`config.mk`:
```
export PLATFORM = sky130hd
export DESIGN_NAME = ysyx_24100005_lsu_flat
export DESIGN_NICKNAME = d
export VERILOG_FILES = /design/src/rtl/ysyx_24100005_lsu_pkg.sv /design/src/rtl/ysyx_24100005_lsu_if.sv /design/src/rtl/ysyx_24100005_lsu_align.sv /design/src/rtl/ysyx_24100005_lsu.sv /design/src/flat_wrapper.sv
export SDC_FILE = /design/constraint.sdc
export NUM_CORES = 1
export LEC_CHECK = 0
export CORE_UTILIZATION = 45
export DETAILED_ROUTE_END_ITERATION = 6
export MAX_ROUTING_LAYER = met4
export PLACE_DENSITY_LB_ADDON = 0.3
export SKIP_CTS_REPAIR_TIMING = 1
export SYNTH_ARGS = -nofsm -noshare
export SYNTH_HDL_FRONTEND = slang
export SYNTH_HIERARCHICAL = 1
export SYNTH_SLANG_ARGS = --single-unit
```
`constraint.sdc`:
```
create_clock -name clk -period 2.7 [get_ports clk]
set_clock_uncertainty 0.1 [all_clocks]
set_input_delay 0.27 -clock clk [delete_from_list [all_inputs] [get_ports clk]]
set_output_delay 0.27 -clock clk [all_outputs]
set_load 0.02 [all_outputs]
```
`src/rtl/ysyx_24100005_lsu_pkg.sv`:
```
// Shared types and helpers for the load/store unit.
package ysyx_24100005_lsu_pkg;

  // RISC-V load/store funct3 encodings
  localparam logic [2:0] F3_B  = 3'b000;
  localparam logic [2:0] F3_H  = 3'b001;
  localparam logic [2:0] F3_W  = 3'b010;
  localparam logic [2:0] F3_D  = 3'b011;
  localparam logic [2:0] F3_BU = 3'b100;
  localparam logic [2:0] F3_HU = 3'b101;
  localparam logic [2:0] F3_WU = 3'b110;

  typedef enum logic [1:0] {
    IDLE = 2'd0,
    REQ  = 2'd1,
    WAIT = 2'd2,
    DONE = 2'd3
  } lsu_state_t;

  // lg is log2 of the access size in bytes; sext selects sign extension on loads
  typedef struct packed {
    logic       legal;
    logic       sext;
    logic [1:0] lg;
  } size_dec_t;

  // Decode funct3 into access size / extension and flag encodings the core cannot issue
  function automatic size_dec_t size_decode(input logic [2:0] f3, input logic we, input logic is64);
    size_dec_t d;
    d = '0;
    case (f3)
      F3_B:    d = '{legal: 1'b1,        sext: 1'b1, lg: 2'd0};
      F3_H:    d = '{legal: 1'b1,        sext: 1'b1, lg: 2'd1};
      F3_W:    d = '{legal: 1'b1,        sext: 1'b1, lg: 2'd2};
      F3_D:    d = '{legal: is64,        sext: 1'b1, lg: 2'd3};
      F3_BU:   d = '{legal: ~we,         sext: 1'b0, lg: 2'd0};
      F3_HU:   d = '{legal: ~we,         sext: 1'b0, lg: 2'd1};
      F3_WU:   d = '{legal: ~we & is64,  sext: 1'b0, lg: 2'd2};
      default: d = '0;
    endcase
    return d;
  endfunction

  // True when the byte lane is not a multiple of the access size
  function automatic logic misaligned(input logic [2:0] lane, input logic [1:0] lg);
    logic [2:0] low_mask;
    low_mask = (3'd1 << lg) - 3'd1;
    return (lane & low_mask) != 3'd0;
  endfunction

endpackage

```
`src/rtl/ysyx_24100005_lsu_if.sv`:
```
// Core request/response and memory request/response signals of the LSU.
// slave: the LSU's view. master: the core + memory environment's view.
interface ysyx_24100005_lsu_if #(
  parameter int unsigned XLEN   = 32,
  parameter int unsigned ADDR_W = 32
);
  localparam int unsigned NBYTE = XLEN / 8;

  logic              req_valid;
  logic              req_ready;
  logic              req_we;
  logic [2:0]        req_funct3;
  logic [ADDR_W-1:0] req_addr;
  logic [XLEN-1:0]   req_wdata;
  logic              resp_valid;
  logic              resp_ready;
  logic [XLEN-1:0]   resp_rdata;
  logic              resp_err;
  logic              mem_req_valid;
  logic              mem_req_ready;
  logic              mem_we;
  logic [ADDR_W-1:0] mem_addr;
  logic [XLEN-1:0]   mem_wdata;
  logic [NBYTE-1:0]  mem_wmask;
  logic              mem_resp_valid;
  logic [XLEN-1:0]   mem_rdata;

  modport slave (
    input  req_valid, req_we, req_funct3, req_addr, req_wdata, resp_ready,
           mem_req_ready, mem_resp_valid, mem_rdata,
    output req_ready, resp_valid, resp_rdata, resp_err,
           mem_req_valid, mem_we, mem_addr, mem_wdata, mem_wmask
  );

  modport master (
    output req_valid, req_we, req_funct3, req_addr, req_wdata, resp_ready,
           mem_req_ready, mem_resp_valid, mem_rdata,
    input  req_ready, resp_valid, resp_rdata, resp_err,
           mem_req_valid, mem_we, mem_addr, mem_wdata, mem_wmask
  );
endinterface

```
`src/rtl/ysyx_24100005_lsu_align.sv`:
```
// Byte-lane alignment: load extract + sign/zero extend, store shift + strobe generation.
module ysyx_24100005_lsu_align #(
  parameter int unsigned XLEN = 32
) (
  input  logic [$clog2(XLEN/8)-1:0] ld_lane,
  input  logic [1:0]                ld_lg,
  input  logic                      ld_sext,
  input  logic [XLEN-1:0]           ld_word,
  output logic [XLEN-1:0]           ld_data_c,
  input  logic [$clog2(XLEN/8)-1:0] st_lane,
  input  logic [1:0]                st_lg,
  input  logic [XLEN-1:0]           st_wdata,
  output logic [XLEN-1:0]           st_data_c,
  output logic [XLEN/8-1:0]         st_mask_c
);
  localparam int unsigned NBYTE = XLEN / 8;
  localparam int unsigned XW    = $clog2(XLEN);

  logic [XLEN-1:0] shifted;
  logic            sign;
  int              nbits;

  // Shift the addressed lane down to bit 0, then extend above the access width
  always_comb begin
    ld_data_c = '0;
    shifted   = ld_word >> {ld_lane, 3'b000};
    nbits     = 8 << ld_lg;
    if (nbits > int'(XLEN)) nbits = int'(XLEN);
    sign      = ld_sext & shifted[XW'(nbits - 1)];
    for (int i = 0; i < int'(XLEN); i++) begin
      ld_data_c[i] = (i < nbits) ? shifted[i] : sign;
    end
  end

  // Move store data up to its lane; strobes are cut off at the word boundary
  always_comb begin
    st_data_c = st_wdata << {st_lane, 3'b000};
    st_mask_c = '0;
    for (int i = 0; i < int'(NBYTE); i++) begin
      st_mask_c[i] = (i >= int'(st_lane)) && (i < int'(st_lane) + (1 << st_lg));
    end
  end

endmodule

```
`src/rtl/ysyx_24100005_lsu.sv`:
```
// Multi-cycle load/store unit: one core request -> one word-aligned memory
// request -> one response. Optional macro LSU_MISALIGN_TRAP_EN traps
// size-misaligned accesses without touching memory.
module ysyx_24100005_lsu
  import ysyx_24100005_lsu_pkg::*;
#(
  parameter int unsigned XLEN   = 32,
  parameter int unsigned ADDR_W = 32
) (
  input logic clk,
  input logic rst,
  ysyx_24100005_lsu_if.slave bus
);
  localparam int unsigned NBYTE = XLEN / 8;
  localparam int unsigned LW    = $clog2(NBYTE);
  localparam logic        IS64  = (XLEN == 64);

  lsu_state_t    state;
  logic [LW-1:0] lane_q;
  logic [1:0]    lg_q;
  logic          sext_q;
  logic          we_q;

  size_dec_t       dec_c;
  logic [LW-1:0]   req_lane_c;
  logic            misal_c;
  logic            trap_c;
  logic [XLEN-1:0] ld_data_c;
  logic [XLEN-1:0] st_data_c;
  logic [NBYTE-1:0] st_mask_c;

  assign req_lane_c = bus.req_addr[LW-1:0];
  assign dec_c      = size_decode(bus.req_funct3, bus.req_we, IS64);

`ifdef LSU_MISALIGN_TRAP_EN
  assign misal_c = misaligned(3'(req_lane_c), dec_c.lg);
`else
  assign misal_c = 1'b0;
`endif

  assign trap_c = !dec_c.legal || misal_c;

  ysyx_24100005_lsu_align #(.XLEN(XLEN)) u_align (
    .ld_lane   (lane_q),
    .ld_lg     (lg_q),
    .ld_sext   (sext_q),
    .ld_word   (bus.mem_rdata),
    .ld_data_c (ld_data_c),
    .st_lane   (req_lane_c),
    .st_lg     (dec_c.lg),
    .st_wdata  (bus.req_wdata),
    .st_data_c (st_data_c),
    .st_mask_c (st_mask_c)
  );

  // Transaction FSM; every core- and memory-facing output is a flop
  always_ff @(posedge clk) begin
    if (rst) begin
      state             <= IDLE;
      lane_q            <= '0;
      lg_q              <= '0;
      sext_q            <= 1'b0;
      we_q              <= 1'b0;
      bus.req_ready     <= 1'b1;
      bus.resp_valid    <= 1'b0;
      bus.resp_err      <= 1'b0;
      bus.resp_rdata    <= '0;
      bus.mem_req_valid <= 1'b0;
      bus.mem_we        <= 1'b0;
      bus.mem_addr      <= '0;
      bus.mem_wdata     <= '0;
      bus.mem_wmask     <= '0;
    end else begin
      case (state)
        IDLE: begin
          if (bus.req_valid) begin
            lane_q        <= req_lane_c;
            lg_q          <= dec_c.lg;
            sext_q        <= dec_c.sext;
            we_q          <= bus.req_we;
            bus.req_ready <= 1'b0;
            if (trap_c) begin
              // Faulting request never reaches memory
              state          <= DONE;
              bus.resp_valid <= 1'b1;
              bus.resp_err   <= 1'b1;
              bus.resp_rdata <= '0;
            end else begin
              state             <= REQ;
              bus.mem_req_valid <= 1'b1;
              bus.mem_we        <= bus.req_we;
              bus.mem_addr      <= {bus.req_addr[ADDR_W-1:LW], LW'(0)};
              bus.mem_wdata     <= bus.req_we ? st_data_c : '0;
              bus.mem_wmask     <= bus.req_we ? st_mask_c : '0;
            end
          end
        end
        REQ: begin
          if (bus.mem_req_ready) begin
            state             <= WAIT;
            bus.mem_req_valid <= 1'b0;
          end
        end
        WAIT: begin
          if (bus.mem_resp_valid) begin
            state          <= DONE;
            bus.resp_valid <= 1'b1;
            bus.resp_err   <= 1'b0;
            bus.resp_rdata <= we_q ? '0 : ld_data_c;
          end
        end
        DONE: begin
          if (bus.resp_ready) begin
            state          <= IDLE;
            bus.resp_valid <= 1'b0;
            bus.req_ready  <= 1'b1;
          end
        end
        default: state <= IDLE;
      endcase
    end
  end

endmodule

```
`src/flat_wrapper.sv`:
```
// flat-port wrapper written by rule: the top's interface ports become plain ports
module ysyx_24100005_lsu_flat import ysyx_24100005_lsu_pkg::*;
#(
  parameter int unsigned XLEN   = 32,
  parameter int unsigned ADDR_W = 32
)
  (clk, rst, bus_req_valid, bus_req_we, bus_req_funct3, bus_req_addr, bus_req_wdata, bus_resp_ready, bus_mem_req_ready, bus_mem_resp_valid, bus_mem_rdata, bus_req_ready, bus_resp_valid, bus_resp_rdata, bus_resp_err, bus_mem_req_valid, bus_mem_we, bus_mem_addr, bus_mem_wdata, bus_mem_wmask);
  ysyx_24100005_lsu_if #(.XLEN(XLEN), .ADDR_W(ADDR_W)) bus_i ();
  input logic clk;
  input logic rst;
  input wire logic [$bits(bus_i.req_valid)-1:0] bus_req_valid;
  input wire logic [$bits(bus_i.req_we)-1:0] bus_req_we;
  input wire logic [$bits(bus_i.req_funct3)-1:0] bus_req_funct3;
  input wire logic [$bits(bus_i.req_addr)-1:0] bus_req_addr;
  input wire logic [$bits(bus_i.req_wdata)-1:0] bus_req_wdata;
  input wire logic [$bits(bus_i.resp_ready)-1:0] bus_resp_ready;
  input wire logic [$bits(bus_i.mem_req_ready)-1:0] bus_mem_req_ready;
  input wire logic [$bits(bus_i.mem_resp_valid)-1:0] bus_mem_resp_valid;
  input wire logic [$bits(bus_i.mem_rdata)-1:0] bus_mem_rdata;
  output wire logic [$bits(bus_i.req_ready)-1:0] bus_req_ready;
  output wire logic [$bits(bus_i.resp_valid)-1:0] bus_resp_valid;
  output wire logic [$bits(bus_i.resp_rdata)-1:0] bus_resp_rdata;
  output wire logic [$bits(bus_i.resp_err)-1:0] bus_resp_err;
  output wire logic [$bits(bus_i.mem_req_valid)-1:0] bus_mem_req_valid;
  output wire logic [$bits(bus_i.mem_we)-1:0] bus_mem_we;
  output wire logic [$bits(bus_i.mem_addr)-1:0] bus_mem_addr;
  output wire logic [$bits(bus_i.mem_wdata)-1:0] bus_mem_wdata;
  output wire logic [$bits(bus_i.mem_wmask)-1:0] bus_mem_wmask;
  assign bus_i.req_valid = bus_req_valid;
  assign bus_i.req_we = bus_req_we;
  assign bus_i.req_funct3 = bus_req_funct3;
  assign bus_i.req_addr = bus_req_addr;
  assign bus_i.req_wdata = bus_req_wdata;
  assign bus_i.resp_ready = bus_resp_ready;
  assign bus_i.mem_req_ready = bus_mem_req_ready;
  assign bus_i.mem_resp_valid = bus_mem_resp_valid;
  assign bus_i.mem_rdata = bus_mem_rdata;
  assign bus_req_ready = bus_i.req_ready;
  assign bus_resp_valid = bus_i.resp_valid;
  assign bus_resp_rdata = bus_i.resp_rdata;
  assign bus_resp_err = bus_i.resp_err;
  assign bus_mem_req_valid = bus_i.mem_req_valid;
  assign bus_mem_we = bus_i.mem_we;
  assign bus_mem_addr = bus_i.mem_addr;
  assign bus_mem_wdata = bus_i.mem_wdata;
  assign bus_mem_wmask = bus_i.mem_wmask;
  ysyx_24100005_lsu #(.XLEN(XLEN), .ADDR_W(ADDR_W)) u_core (.clk(clk), .rst(rst), .bus(bus_i));
endmodule
```
==> impl_summary.log, run 1 <==
INFO  metric run_status = completed
INFO  metric io_buffers = 208
INFO  metric numClockSinks = 111
INFO  metric cp_data_required_time = 2.81 ns
INFO  metric number_of_synthesized_flops_with_an_enable_pin = 0
INFO  metric synth.cells.most_frequent = 154 x sky130_fd_sc_hd__nand2_1, 111 x sky130_fd_sc_hd__dfxtp_1, 66 x sky130_fd_sc_hd__mux2i_1, 64 x sky130_fd_sc_hd__a21oi_1, 61 x sky130_fd_sc_hd__nor2_1
INFO  metric final.period_utilization = 85.78%
INFO  metric post-layout-total-power = 5.076 mW
INFO  metric synth.top_cell.area_share = 39.75%
INFO  metric fin_crit = 2.316 ns
INFO  metric cts.clk_slew.worst_paths = 0.08 ns
INFO  metric max_clock_freq = 431.7 MHz
INFO  metric end_kind = flip-flop
INFO  metric design.final.nets = 985
INFO  metric netlist-cell-type-count = 45
INFO  metric placeableCoreArea = 12,060 um2
INFO  metric detail_route.iter0.violations = 386
INFO  metric via_count = 5,515
INFO  metric globalRouteOverflowTotal = 0
INFO  metric die_outline_width = 113.5 um
INFO  metric layout.cell_area.non_filler = 8004 um2
INFO  metric cts_buffers = 9
INFO  metric worst-endpoint-arrival = 2.42 ns
INFO  metric clk_root_buf = sky130_fd_sc_hd__clkbuf_16
INFO  metric synth-seq-area-share = 39.75%
INFO  metric place.detailed.hpwl = 12,240 um
INFO  metric yosys-top-cells-area = sky130_fd_sc_hd__dfxtp_1 40%, sky130_fd_sc_hd__mux2i_1 12%, sky130_fd_sc_hd__nand2_1 10%, sky130_fd_sc_hd__a21oi_1 5.7%, sky130_fd_sc_hd__a22oi_1 5.0%
INFO  metric syn2layout_area_growth = 43.17%
INFO  metric route.detailed.vias_per_inst = 5.278
INFO  metric final-setup-viol-count = 0
INFO  metric synthMostInstantiatedCell = sky130_fd_sc_hd__nand2_1
INFO  metric sequential_cell_area = 2222 um2
INFO  metric tightest_slew = 0.7831 ns
INFO  metric slew_headroom = 47.79%
INFO  metric cap_violations = 0
INFO  metric power.static_leakage = 2.990 nW
INFO  metric grt_first_pass_wirelength = 26,190 um
INFO  metric setup_repair_after_global_routing_missed_its_margin = no
INFO  metric start_util = 46.35%
INFO  metric path_max_fanout = 32
INFO  metric initial_antenna_violation_count = 1
INFO  metric avgRoutedWirePerCell = 15.87 um
INFO  metric yosysTopAreaCell = sky130_fd_sc_hd__dfxtp_1
INFO  metric max-clock-path-buffers = 2
INFO  metric finalHoldViolations = 0
INFO  metric drc = 0
INFO  metric fill_cells = 1,013
INFO  metric critical_path_class = reg2reg
INFO  metric multi_input_area = 3034 um2
INFO  metric num_rows = 40
INFO  metric powerDensity = 634.2 nW/um2
INFO  metric synth.yosys.warnings = 6
INFO  metric via_count_of_the_first_global_routing_pass = 5,332
INFO  metric latest_clock_arrival_within_the_worst_skew_pair = 0.34 ns
INFO  metric gr-usage-met1 = 30.02%
INFO  metric cts-htree-levels = 3
INFO  metric die_height = 113.5 um
INFO  metric setup_total_negative_slack = 0 ns
INFO  metric synthesis.instances = 688
INFO  metric tritoncts = done
INFO  metric vdd_ir_drop_max = 0.3321 mV
INFO  metric grt.total_usage = 26.26%
INFO  metric top_level_ports = 211
INFO  metric syn_avg_cell_area = 8.126 um2
INFO  metric globalRouteMet3Util = 6.854%
INFO  metric drt_pass_1_iters = 5
INFO  metric detail_route.wirelength = 16,590 um
INFO  metric largest_net_degree_at_the_start_of_global_routing = 78
INFO  metric synth-async-reset-ratio = 0%
INFO  metric route.antenna.remaining_nets = 0
INFO  metric gr-usage-met2 = 44.02%
INFO  metric hold_path.class = reg2reg
INFO  metric worstSetupStartpointType = flip-flop
INFO  metric floorplan.die_area = 12,870 um2
INFO  metric placed_cell_area = 7726 um2
INFO  metric hold_ws = 0.3559 ns
INFO  metric synth_flop_cell = sky130_fd_sc_hd__dfxtp_1
INFO  metric ys_seq_elements = 111
INFO  metric final_report_max_slew_violation_count = 0
INFO  metric gp_routability_congestion = 0.8865
INFO  metric globalRoute.busiestLayer = met2
INFO  metric syn-cell-area = 5590 um2
INFO  metric layout-drive-gt1-share = 5.594%
## cell usage in the layout (no fill, tap or decap), types with 2 or more instances in the layout
master / count
sky130_fd_sc_hd__o21ai_0: 20
sky130_fd_sc_hd__a211oi_1: 25
sky130_fd_sc_hd__a22oi_1: 37
sky130_fd_sc_hd__conb_1: 2
sky130_fd_sc_hd__nand2_2: 2
sky130_fd_sc_hd__clkbuf_16: 9
sky130_fd_sc_hd__nand2b_1: 3
sky130_fd_sc_hd__clkbuf_1: 3
sky130_fd_sc_hd__nor2_1: 61
sky130_fd_sc_hd__nand3_1: 2
sky130_fd_sc_hd__a21boi_0: 3
sky130_fd_sc_hd__a21oi_1: 64
sky130_fd_sc_hd__buf_2: 2
sky130_fd_sc_hd__nor2b_1: 20
sky130_fd_sc_hd__mux2i_1: 66
sky130_fd_sc_hd__clkinv_4: 2
sky130_fd_sc_hd__and2_1: 9
sky130_fd_sc_hd__inv_1: 13
sky130_fd_sc_hd__o211ai_1: 3
sky130_fd_sc_hd__nand2_1: 154
sky130_fd_sc_hd__ha_1: 7
sky130_fd_sc_hd__buf_4: 19
sky130_fd_sc_hd__dfxtp_1: 111
sky130_fd_sc_hd__clkdlybuf4s50_1: 206
sky130_fd_sc_hd__o22ai_1: 9
## metal layers
| metal | wire length [um] | up-vias | share of wire [%] |
|---|---|---|---|
| met2 | 8082 | 222 | 49 |
| met5 | 0 | - | 0 |
| met3 | 1363 | 26 | 8.2 |
| met1 | 6799 | 2551 | 41 |
| li1 | - | 2716 | - |
| met4 | 339 | 0 | 2.0 |
## power breakdown
group / switching [mW] / internal [mW]
clock: 0.604 / 0.634
combinational: 1.09 / 0.862
sequential: 0.101 / 1.78
total: 1.80 / 3.28
## flip-flops by register name (all words and copies together), names as in the netlist
register / count
u_core/bus.mem_addr: 30
u_core/bus.mem_req_valid: 1
u_core/bus.mem_wdata: 32
u_core/bus.mem_we: 1
u_core/bus.mem_wmask: 4
u_core/bus.req_ready: 1
u_core/bus.resp_err: 1
u_core/bus.resp_rdata: 32
u_core/bus.resp_valid: 1
u_core/lane_q: 2
u_core/lg_q: 2
u_core/sext_q: 1
u_core/state: 2
u_core/we_q: 1
## critical path, stage by stage, from the launching register on
cell and delay [ns]:
sky130_fd_sc_hd__dfxtp_1 0.39, sky130_fd_sc_hd__inv_1 0.10, sky130_fd_sc_hd__ha_1 0.33, sky130_fd_sc_hd__nor2b_1 0.23
sky130_fd_sc_hd__a311oi_4 0.40, sky130_fd_sc_hd__nand2_4 0.40, sky130_fd_sc_hd__mux2i_1 0.22
## through the flow
step                      setup WS (ns)  util (%)  instances
after global placement           0.1581     64.06       1027
after detailed placement        0.09102     64.06       1027
after floorplan                  0.4281         -        689
final                            0.3838     66.36       1045
after CTS                        0.1242     66.28       1043
after global routing             0.2081     66.36       1045
## kinds of logic (layout without fill, tap and decap cells)
group,count (synthesis),in the layout,synth area share [%]
adder cells (fa/ha/maj),8,8,1.925
buffers and inverters,70,257,6.222
AND/OR/NAND/NOR,259,259,19.58
flip-flops,111,111,39.75
AO/OA/AOI/OAI,172,172,20.23
other,1,3,0.06708
multiplexers,67,67,12.22
## area by class of cell
class | instances | share of cell area, %
clock buffers | 12 | 2.955
clock inverters | 4 | 0.3908
diodes | 1 | 0.03126
well taps | 168 | 2.626
inverters | 14 | 0.6566
flip-flops and latches | 111 | 27.76
repair buffers | 227 | 27.67
multi-input cells | 508 | 37.91
## worst paths after layout
check | from | endpoint | slack, ns | depth (start not counted)
worst min register to register | u_core/bus.mem_addr[12]$_SDFFE_PP0P_ | u_core/bus.mem_addr[12]$_SDFFE_PP0P_ | 0.36 | 2
worst min-delay path | u_core/bus.mem_addr[12]$_SDFFE_PP0P_ | u_core/bus.mem_addr[12]$_SDFFE_PP0P_ | 0.36 | 2
worst max-delay path | u_core/state[0]$_SDFFE_PP0P_ | u_core/bus.resp_rdata[26]$_SDFFE_PP0P_ | 0.38 | 6
worst max register to register | u_core/state[0]$_SDFFE_PP0P_ | u_core/bus.resp_rdata[26]$_SDFFE_PP0P_ | 0.38 | 6
Note: power is estimated with default switching activity, not from simulation.
==> inputs of run 2 (changes only) <==
--- a/config.mk
+++ b/config.mk
@@ -8,8 +8,9 @@
 export CORE_UTILIZATION = 45
 export DETAILED_ROUTE_END_ITERATION = 6
 export MAX_ROUTING_LAYER = met4
-export PLACE_DENSITY_LB_ADDON = 0.3
+export PLACE_DENSITY = 0.81
 export SKIP_CTS_REPAIR_TIMING = 1
+export SKIP_LAST_GASP = 1
 export SYNTH_ARGS = -nofsm -noshare
 export SYNTH_HDL_FRONTEND = slang
 export SYNTH_HIERARCHICAL = 1
==> constraint.sdc (replaced) <==
create_clock -name clk -period 2.55 [get_ports clk]
set_clock_uncertainty 0.1 [all_clocks]
set_input_delay 0.255 -clock clk [delete_from_list [all_inputs] [get_ports clk]]
set_output_delay 0.255 -clock clk [all_outputs]
set_load 0.02 [all_outputs]
==> run 2 against run 1 <==
  * Count of clock-buffer cells in the layout is 2 lower
  * Total power up 11%
  * Via count is 1.7% higher
  * Critical endpoint is now u_core/bus.mem_wmask[2]$_SDFFE_PP0P_
  * Sequential share of layout area down 0.29 points
  * Global-route usage rose by 1.6 points
==> impl_summary.log, run 2 (same netlist as run 1, synthesis figures left out) <==
INFO  metric most-common-layout-cells = 207 x sky130_fd_sc_hd__clkdlybuf4s50_1, 154 x sky130_fd_sc_hd__nand2_1, 111 x sky130_fd_sc_hd__dfxtp_1, 66 x sky130_fd_sc_hd__mux2i_1, 64 x sky130_fd_sc_hd__a21oi_1 (was 206 x sky130_fd_sc_hd__clkdlybuf4s50_1, 154 x sky130_fd_sc_hd__nand2_1, 111 x sky130_fd_sc_hd__dfxtp_1, 66 x sky130_fd_sc_hd__mux2i_1, 64 x sky130_fd_sc_hd__a21oi_1)
INFO  metric antenna_cells_inserted = 0 (was 1)
INFO  metric critical_path.reg2reg.startpoint = u_core/lg_q[1]$_SDFFE_PP0P_ (was u_core/state[0]$_SDFFE_PP0P_)
INFO  metric seq_power_share = 35.5% (was 37.1%)
INFO  metric slew_headroom = 56.44% (was 47.79%)
INFO  metric latest_clock_arrival_within_the_worst_skew_pair = 0.35 ns (was 0.34 ns)
INFO  metric final_report_max_slew_violation_count = 0 (unchanged)
INFO  metric gp_routability_congestion = 0.9105 (was 0.8865)
INFO  metric vdd_ir_drop_max = 0.4120 mV (was 0.3321 mV)
INFO  metric initial_antenna_violation_count = 0 (was 1)
INFO  metric globalRouteOverflowTotal = 0 (unchanged)
INFO  metric worstSetupStartpointType = primary input (was flip-flop)
INFO  metric route.antenna.remaining_nets = 0 (unchanged)
INFO  metric reg2reg_to = u_core/bus.resp_rdata[15]$_SDFFE_PP0P_ (was u_core/bus.resp_rdata[26]$_SDFFE_PP0P_)
INFO  metric r2r_slack = 0.28 ns (was 0.38 ns)
INFO  metric share_comb_of_total_power = 37.7% (was 38.5%)
INFO  metric grt.total_usage = 27.84% (was 26.26%)
INFO  metric critical_path.endpoint = u_core/bus.mem_wmask[2]$_SDFFE_PP0P_ (was u_core/bus.resp_rdata[26]$_SDFFE_PP0P_)
INFO  metric grt_first_pass_wirelength = 27,370 um (was 26,190 um)
INFO  metric die_outline_width = 113.5 um (unchanged)
INFO  metric end_kind = flip-flop (unchanged)
INFO  metric fill_cells = 1,026 (was 1,013)
INFO  metric max_clock_freq = 409.3 MHz
INFO  metric final-setup-viol-count = 0 (unchanged)
INFO  metric worst-endpoint-arrival = 2.58 ns (was 2.42 ns)
INFO  metric detail_route.wirelength = 17,310 um (was 16,590 um)
INFO  metric place.detailed.hpwl = 12,420 um (was 12,240 um)
INFO  metric floorplan.die_area = 12,870 um2 (unchanged)
INFO  metric max-clock-path-buffers = 2 (unchanged)
INFO  metric setup_repair_after_global_routing_missed_its_margin = no (unchanged)
INFO  metric hold_ws = 0.3346 ns (was 0.3559 ns)
INFO  metric avgRoutedWirePerCell = 16.53 um (was 15.87 um)
INFO  metric hold_path.class = in2reg (was reg2reg)
INFO  metric r2r.worst_path.cells = 8 (was 6)
INFO  metric fin_crit = 2.443 ns
INFO  metric path_max_fanout = 3 (was 32)
INFO  metric largest_net_degree_at_the_start_of_global_routing = 46 (was 78)
INFO  metric cts.clk_slew.worst_paths = 0.07 ns (was 0.08 ns)
INFO  metric top_level_ports = 211 (unchanged)
INFO  metric cts-htree-levels = 3 (unchanged)
INFO  metric powerDensity = 696.8 nW/um2 (was 634.2 nW/um2)
INFO  metric via_count = 5,607 (was 5,515)
INFO  metric power.switching_fraction = 34.45% (was 35.41%)
INFO  metric num_rows = 40 (unchanged)
INFO  metric clk_root_buf = sky130_fd_sc_hd__clkbuf_16 (unchanged)
INFO  metric sequential_cell_area = 2222 um2 (unchanged)
INFO  metric design.final.nets = 988 (was 985)
INFO  metric cts_buffers = 9 (unchanged)
INFO  metric cp_data_required_time = 2.68 ns (was 2.81 ns)
INFO  metric switchingPower = 1.942 mW (was 1.798 mW)
INFO  metric final.period_utilization = 95.81%
INFO  metric layout-drive-gt1-share = 6.030% (was 5.594%)
INFO  metric numClockSinks = 111 (unchanged)
INFO  metric io_buffers = 208 (unchanged)
INFO  metric post-layout-total-power = 5.636 mW (was 5.076 mW)
INFO  metric start_util = 46.35% (unchanged)
INFO  metric drc = 0 (unchanged)
INFO  metric cap_violations = 0 (unchanged)
INFO  metric detail_route.iter0.violations = 423 (was 386)
INFO  metric critPathLaunch = bus_req_funct3[1] (was u_core/state[0]$_SDFFE_PP0P_)
INFO  metric tightest_slew = 0.6505 ns (was 0.7831 ns)
INFO  metric multi_input_area = 3034 um2 (unchanged)
INFO  metric tritoncts = done (unchanged)
INFO  metric power.static_leakage = 3.026 nW (was 2.990 nW)
INFO  metric syn2layout_area_growth = 44.67% (was 43.17%)
INFO  metric critical_path_class = in2reg (was reg2reg)
INFO  metric placeableCoreArea = 12,060 um2 (unchanged)
INFO  metric drt_pass_1_iters = 5 (unchanged)
INFO  metric reg.largest.list = u_core/bus.mem_wdata: 32 flops, u_core/bus.resp_rdata: 32 flops, u_core/bus.mem_addr: 30 flops (unchanged)
INFO  metric die_height = 113.5 um (unchanged)
INFO  metric route.detailed.vias_per_inst = 5.355 (was 5.278)
INFO  metric run_status = completed (unchanged)
INFO  metric power.clock.fraction = 26.9% (was 24.4%)
INFO  metric most_frequent_standard_cell_in_the_layout_excluding_fill_and_tap_cells = sky130_fd_sc_hd__clkdlybuf4s50_1 (unchanged)
INFO  metric cell_internal_pwr = 3.694 mW (was 3.278 mW)
INFO  metric finalHoldViolations = 0 (unchanged)
INFO  metric via_count_of_the_first_global_routing_pass = 5,495 (was 5,332)
==> run 2: cell types whose count changed in the layout (fill, tap and decap cells not counted), sizes merged <==
cell           before  now
buf                21   23
bufinv              0    2
clkbuf             12   10
clkinvlp            0    2
clkdlybuf4s50     206  207
clkinv              4    3
diode               1    0
inv                14   13
==> run 2: power groups by stage <==
| stage | logic, mW | clock network (mW) | registers [mW] |
|---|---|---|---|
| finish | 2.12 | 1.51 | 2.00 |
| global route | 2.29 | 1.63 | 2.02 |
| CTS | 2.12 | 1.55 | 2.00 |
| detailed placement | 2.11 | 0 | 2.04 |
| global placement | 2.05 | 0 | 2.03 |
| floorplan | 1.31 | 0 | 2.16 |
==> run 2: how the worst min path moves through the flow <==
| stage | cells past startpoint | end | from | slack [ns] |
|---|---|---|---|---|
| 2_1_floorplan | 1 | u_core/sext_q$_SDFFE_PP0P_ | bus_req_funct3[2] | 0.25 |
| 3_3_place_gp | 2 | u_core/bus.mem_addr[27]$_SDFFE_PP0P_ | u_core/bus.mem_addr[27]$_SDFFE_PP0P_ | 0.34 |
| 3_5_place_dp | 2 | u_core/bus.mem_addr[7]$_SDFFE_PP0P_ | u_core/bus.mem_addr[7]$_SDFFE_PP0P_ | 0.35 |
| 4_1_cts | 2 | u_core/bus.mem_addr[22]$_SDFFE_PP0P_ | rst | 0.33 |
| 5_1_grt | 3 | u_core/bus.mem_addr[19]$_SDFFE_PP0P_ | bus_req_addr[19] | 0.34 |
| 6_report | 2 | u_core/bus.mem_addr[19]$_SDFFE_PP0P_ | rst | 0.33 |
==> run 2: area by class of cell <==
class                           count  area share, %
Timing Repair Buffer              230          27.88
Clock inverter                      6          1.052
Tap cell                          168          2.599
Clock buffer                       10          2.831
Sequential cell                   111          27.48
Multi-Input combinational cell    508          37.52
Inverter                           14         0.6498
==> run 2: metrics by stage <==
| step | TNS, ns | cells | util, % | area (um2) | worst slack, ns |
|---|---|---|---|---|---|
| after floorplan | 0 | 689 | - | 5594 | 0.2781 |
| after global placement | -0.01035 | 1031 | 64.45 | 7774 | -0.007238 |
| after detailed placement | -0.3258 | 1031 | 64.45 | 7774 | -0.1382 |
| after CTS | 0 | 1047 | 67.05 | 8088 | 0.1930 |
| after global routing | 0 | 1047 | 67.05 | 8088 | 0.01477 |
| final | 0 | 1047 | 67.05 | 8088 | 0.1069 |
==> run 2: layer usage <==
metal	part of all wire [%]	up-vias	routed length (um)	GRT usage, %
li1	-	2728	-	-
met1	41	2618	7014	31.75
met2	48	240	8316	45.28
met3	9.7	21	1677	9.883
met4	1.7	0	299	9.561
met5	0	-	0	-
==> run 2: worst max-delay path, stage by stage <==
cell                              delay, ns
sky130_fd_sc_hd__clkdlybuf4s50_1       0.51
sky130_fd_sc_hd__a21boi_0              0.34
sky130_fd_sc_hd__nand2b_1              0.21
sky130_fd_sc_hd__inv_1                 0.06
sky130_fd_sc_hd__ha_1                  0.27
sky130_fd_sc_hd__a211oi_1              0.23
sky130_fd_sc_hd__nand3_1               0.12
sky130_fd_sc_hd__o21ai_0               0.17
sky130_fd_sc_hd__a22oi_1               0.15
sky130_fd_sc_hd__a22oi_1               0.21
sky130_fd_sc_hd__nor2_1                0.05
==> inputs of run 3 (changes only) <==
--- a/config.mk
+++ b/config.mk
@@ -5,10 +5,12 @@
 export SDC_FILE = /design/constraint.sdc
 export NUM_CORES = 1
 export LEC_CHECK = 0
-export CORE_UTILIZATION = 45
+export ABC_AREA = 1
+export CORE_ASPECT_RATIO = 1.4
+export CORE_UTILIZATION = 27
 export DETAILED_ROUTE_END_ITERATION = 6
 export MAX_ROUTING_LAYER = met4
-export PLACE_DENSITY = 0.81
+export PLACE_DENSITY = 0.52
 export SKIP_CTS_REPAIR_TIMING = 1
 export SKIP_LAST_GASP = 1
 export SYNTH_ARGS = -nofsm -noshare
==> run 3 against run 2 <==
  * Setup slack better by 0.22 ns
  * Total power is 44% higher
  * Utilization is 27 points lower
  * Wire length is 21% higher
  * Area after synthesis is 8.9% higher
  * Clock power hardly changed
  * Sequential cell count stayed put
  * First-iteration DRC count is 25% lower
  * Final area is 8.5% higher
  * Critical path type unchanged
==> impl_summary.log, run 3 <==
INFO  metric run_status = completed (unchanged)
INFO  metric power.clock.fraction = 18.3% (was 26.9%)
INFO  metric cell_internal_pwr = 4.536 mW (was 3.694 mW)
INFO  metric placeableCoreArea = 22,020 um2 (was 12,060 um2)
INFO  metric placed_cells_incl_taps = 1,439 (was 1,031)
INFO  metric grt_first_pass_wirelength = 32,820 um (was 27,370 um)
INFO  metric fill_cells = 2,418 (was 1,026)
INFO  metric synth_flop_cell = sky130_fd_sc_hd__dfxtp_1 (unchanged)
INFO  metric power.switching_fraction = 43.98% (was 34.45%)
INFO  metric layout.cell_area.non_filler = 8777 um2 (was 8088 um2)
INFO  metric maxUsedRoutingLayer = met4 (unchanged)
INFO  metric post-layout-total-power = 8.097 mW (was 5.636 mW)
INFO  metric numClockSinks = 111 (unchanged)
INFO  metric top_level_ports = 211 (unchanged)
INFO  metric critical_path.reg2reg.startpoint = u_core/lg_q[1]$_SDFFE_PP0P_ (unchanged)
INFO  metric syn_avg_cell_area = 6.300 um2 (was 8.126 um2)
INFO  metric share_comb_of_total_power = 52.9% (was 37.7%)
INFO  metric crit_path_cell_trace = clkdlybuf4s50_1, a21boi_0, nor2_1, ha_1, inv_1, fa_1, inv_1, nand2_1, a22oi_1, nand3_1, a21oi_1 (was clkdlybuf4s50_1, a21boi_0, nand2b_1, inv_1, ha_1, a211oi_1, nand3_1, o21ai_0, a22oi_1, a22oi_1, nor2_1)
INFO  metric power.static_leakage = 3.805 nW (was 3.026 nW)
INFO  metric slew_headroom = 63.45% (was 56.44%)
INFO  metric timing.critical_path.max_delay_family = compound AO/OA/AOI/OAI gates (unchanged)
INFO  metric critPathLaunch = bus_req_funct3[1] (unchanged)
INFO  metric detail_route.wirelength = 20,950 um (was 17,310 um)
INFO  metric start_util = 27.64% (was 46.35%)
INFO  metric holdCritStartpoint = u_core/bus.resp_err$_SDFFE_PP0P_ (was rst)
INFO  metric dr_wl_met2 = 10,950 um (was 8316 um)
INFO  metric syn-cell-area = 6086 um2 (was 5590 um2)
INFO  metric place.detailed.hpwl = 15,700 um (was 12,420 um)
INFO  metric floorplan.die_area = 23,150 um2 (was 12,870 um2)
INFO  metric met1Wirelength = 8332 um (was 7014 um)
INFO  metric cp_data_required_time = 2.74 ns (was 2.68 ns)
INFO  metric number_of_synthesized_flops_with_an_enable_pin = 0 (unchanged)
INFO  metric path_buf_inv = 3 (was 2)
INFO  metric syn2layout_area_growth = 44.22% (was 44.67%)
INFO  metric die_height = 179.6 um (was 113.5 um)
INFO  metric tightest_slew = 0.5474 ns (was 0.6505 ns)
INFO  metric most_frequent_standard_cell_in_the_layout_excluding_fill_and_tap_cells = sky130_fd_sc_hd__nand2_1 (was sky130_fd_sc_hd__clkdlybuf4s50_1)
INFO  metric worst-endpoint-arrival = 2.41 ns (was 2.58 ns)
INFO  metric globalRouteOverflowTotal = 0 (unchanged)
INFO  metric drt_pass_1_iters = 5 (unchanged)
INFO  metric final.period_utilization = 87.24% (was 95.81%)
INFO  metric timing.critical_path.slowest_cell_delay = 0.50 ns (was 0.51 ns)
INFO  metric yosys-top-cells-area = sky130_fd_sc_hd__dfxtp_1 37%, sky130_fd_sc_hd__nand2_1 15%, sky130_fd_sc_hd__nor2_1 9.7%, sky130_fd_sc_hd__inv_1 8.1%, sky130_fd_sc_hd__o21ai_0 5.1% (was sky130_fd_sc_hd__dfxtp_1 40%, sky130_fd_sc_hd__mux2i_1 12%, sky130_fd_sc_hd__nand2_1 10%, sky130_fd_sc_hd__a21oi_1 5.7%, sky130_fd_sc_hd__a22oi_1 5.0%)
INFO  metric latest_clock_arrival_within_the_worst_skew_pair = 0.36 ns (was 0.35 ns)
INFO  metric synth.yosys.warnings = 6 (unchanged)
INFO  metric critical_path_class = in2reg (unchanged)
INFO  metric seq_power_share = 28.8% (was 35.5%)
INFO  metric detail_route.iter0.violations = 318 (was 423)
INFO  metric via_count = 6,526 (was 5,607)
INFO  metric timing.critical_path.mode_cell = sky130_fd_sc_hd__inv_1 (was sky130_fd_sc_hd__a22oi_1)
INFO  metric cts-htree-levels = 3 (unchanged)
INFO  metric avgRoutedWirePerCell = 14.40 um (was 16.53 um)
INFO  metric end_kind = flip-flop (unchanged)
INFO  metric most-common-layout-cells = 240 x sky130_fd_sc_hd__nand2_1, 208 x sky130_fd_sc_hd__clkdlybuf4s50_1, 157 x sky130_fd_sc_hd__nor2_1, 132 x sky130_fd_sc_hd__inv_1, 111 x sky130_fd_sc_hd__dfxtp_1 (was 207 x sky130_fd_sc_hd__clkdlybuf4s50_1, 154 x sky130_fd_sc_hd__nand2_1, 111 x sky130_fd_sc_hd__dfxtp_1, 66 x sky130_fd_sc_hd__mux2i_1, 64 x sky130_fd_sc_hd__a21oi_1)
INFO  metric via_count_of_the_first_global_routing_pass = 6,181 (was 5,495)
INFO  metric multi_input_area = 3015 um2 (was 3034 um2)
INFO  metric synth-seq-area-share = 36.51% (was 39.75%)
INFO  metric powerDensity = 922.5 nW/um2 (was 696.8 nW/um2)
INFO  metric largest_net_degree_at_the_start_of_global_routing = 73 (was 46)
INFO  metric io_buffers = 208 (unchanged)
INFO  metric route.antenna.remaining_nets = 0 (unchanged)
INFO  metric sequential_cell_area = 2222 um2 (unchanged)
INFO  metric num_rows = 64 (was 40)
INFO  metric synthMostInstantiatedCell = sky130_fd_sc_hd__nand2_1 (unchanged)
INFO  metric initial_antenna_violation_count = 0 (unchanged)
INFO  metric gp_routability_congestion = 0.8739 (was 0.9105)
INFO  metric max_clock_freq = 449.5 MHz (was 409.3 MHz)
INFO  metric synthesis.instances = 966 (was 688)
INFO  metric grt.total_usage = 18.83% (was 27.84%)
INFO  metric hold_path.class = reg2reg (was in2reg)
INFO  metric die_outline_width = 128.9 um (was 113.5 um)
INFO  metric design.final.nets = 1,267 (was 988)
INFO  metric switchingPower = 3.561 mW (was 1.942 mW)
INFO  metric synth-async-reset-ratio = 0% (unchanged)
INFO  metric cts.clk_slew.worst_paths = 0.08 ns (was 0.07 ns)
INFO  metric finalHoldViolations = 0 (unchanged)
INFO  metric tritoncts = done (unchanged)
INFO  metric path_max_fanout = 3 (unchanged)
INFO  metric final_core_utilization = 39.86% (was 67.05%)
INFO  metric fin_crit = 2.225 ns (was 2.443 ns)
INFO  metric route.detailed.vias_per_inst = 4.485 (was 5.355)
INFO  metric cts_buffers = 9 (unchanged)
INFO  metric worstSetupStartpointType = primary input (unchanged)
INFO  metric yosysTopAreaCell = sky130_fd_sc_hd__dfxtp_1 (unchanged)
INFO  metric clk_root_buf = sky130_fd_sc_hd__clkbuf_16 (unchanged)
INFO  metric drc = 0 (unchanged)
INFO  metric finalNonFillerCells = 1,455 (was 1,047)
INFO  metric synth.cells.most_frequent = 240 x sky130_fd_sc_hd__nand2_1, 158 x sky130_fd_sc_hd__nor2_1, 132 x sky130_fd_sc_hd__inv_1, 111 x sky130_fd_sc_hd__dfxtp_1, 62 x sky130_fd_sc_hd__o21ai_0 (was 154 x sky130_fd_sc_hd__nand2_1, 111 x sky130_fd_sc_hd__dfxtp_1, 66 x sky130_fd_sc_hd__mux2i_1, 64 x sky130_fd_sc_hd__a21oi_1, 61 x sky130_fd_sc_hd__nor2_1)
INFO  metric antenna_cells_inserted = 0 (unchanged)
INFO  metric netlist-cell-type-count = 30 (was 45)
INFO  metric synth.top_cell.area_share = 36.51% (was 39.75%)
INFO  metric ys_seq_elements = 111 (unchanged)
INFO  metric reg.largest.list = u_core/bus.mem_wdata: 32 flops, u_core/bus.resp_rdata: 32 flops, u_core/bus.mem_addr: 30 flops (unchanged)
INFO  metric slowest_stage = sky130_fd_sc_hd__clkdlybuf4s50_1 (unchanged)
INFO  metric setup_repair_after_global_routing_missed_its_margin = no (unchanged)
INFO  metric met3_wirelength = 1138 um (was 1677 um)
INFO  metric final_report_max_slew_violation_count = 0 (unchanged)
INFO  metric final-setup-viol-count = 0 (unchanged)
INFO  metric vdd_ir_drop_max = 0.5277 mV (was 0.4120 mV)
INFO  metric placed_cell_area = 8464 um2 (was 7774 um2)
INFO  metric layout-drive-gt1-share = 5.699% (was 6.030%)
INFO  metric max-clock-path-buffers = 2 (unchanged)
INFO  metric cap_violations = 0 (unchanged)
## run 3: cell count changes in the layout (fill, tap and decap cells not counted), sizes merged, moves of 14 or more
cell    delta
a211oi    -25
nand4     +29
o21ai     +41
o221ai    +14
mux2i     -66
nor2b     -20
nand3     +57
nor2     +100
a22oi     -36
nand2     +87
inv      +129
## run 3: tightest hold or removal path, cell delays in order, from the launching register on
cell and delay [ns]:
sky130_fd_sc_hd__dfxtp_1 0.32, sky130_fd_sc_hd__inv_1 0.05, sky130_fd_sc_hd__a21oi_1 0.05
## run 3: metal layers
metal | vias to the layer above | GRT usage (%)
li1 | 3405 | -
met1 | 2915 | 20.13
met2 | 181 | 33.84
met3 | 25 | 3.869
met4 | 0 | 6.494
met5 | - | -
## run 3: final timing paths
check	endpoint	slack, ns	cells past startpoint
setup / recovery	u_core/bus.mem_wmask[2]$_SDFFE_PP0P_	0.33	11
hold / removal	u_core/bus.resp_err$_SDFFE_PP0P_	0.35	2
setup reg to reg	u_core/bus.resp_rdata[27]$_SDFFE_PP0P_	0.40	13
hold reg to reg	u_core/bus.resp_err$_SDFFE_PP0P_	0.35	2
## run 3: layout make-up
cell class	count	share of cell area [%]
well taps	297	4.234
flip-flops and latches	111	25.32
repair buffers	236	26.54
clock buffers	9	2.566
clock inverters	7	0.9979
multi-input cells	655	34.35
inverters	140	5.987
## run 3: logic make-up (layout without fill, tap and decap cells)
group / Yosys count / after routing / share of synthesized area, %
AND/OR/NAND/NOR: 497 / 497 / 34.03
buffers and inverters: 201 / 392 / 14.12
AO/OA/AOI/OAI: 148 / 148 / 13.51
flip-flops: 111 / 111 / 36.51
adder cells (fa/ha/maj): 8 / 8 / 1.768
other: 1 / 2 / 0.06162
## run 3: per-stage QoR
stage	hold slack, ns	worst slack (ns)	setup TNS [ns]
final	0.3535	0.3253	0
after global routing	0.3775	0.2097	0
after CTS	0.3612	0.3527	0
after detailed placement	0.3460	-0.04465	-0.04465
after global placement	0.3432	0.02089	0
after floorplan	0.2457	0.5822	0
## run 3: power groups by stage
stage          combinational [mW]  sequential [mW]  clock, mW
4_1_cts                      4.34             2.35       1.55
3_5_place_dp                 4.32             2.38          0
6_report                     4.28             2.34       1.48
5_1_grt                      4.81             2.39       1.61
2_1_floorplan                2.41             2.79          0
3_3_place_gp                 4.32             2.38          0
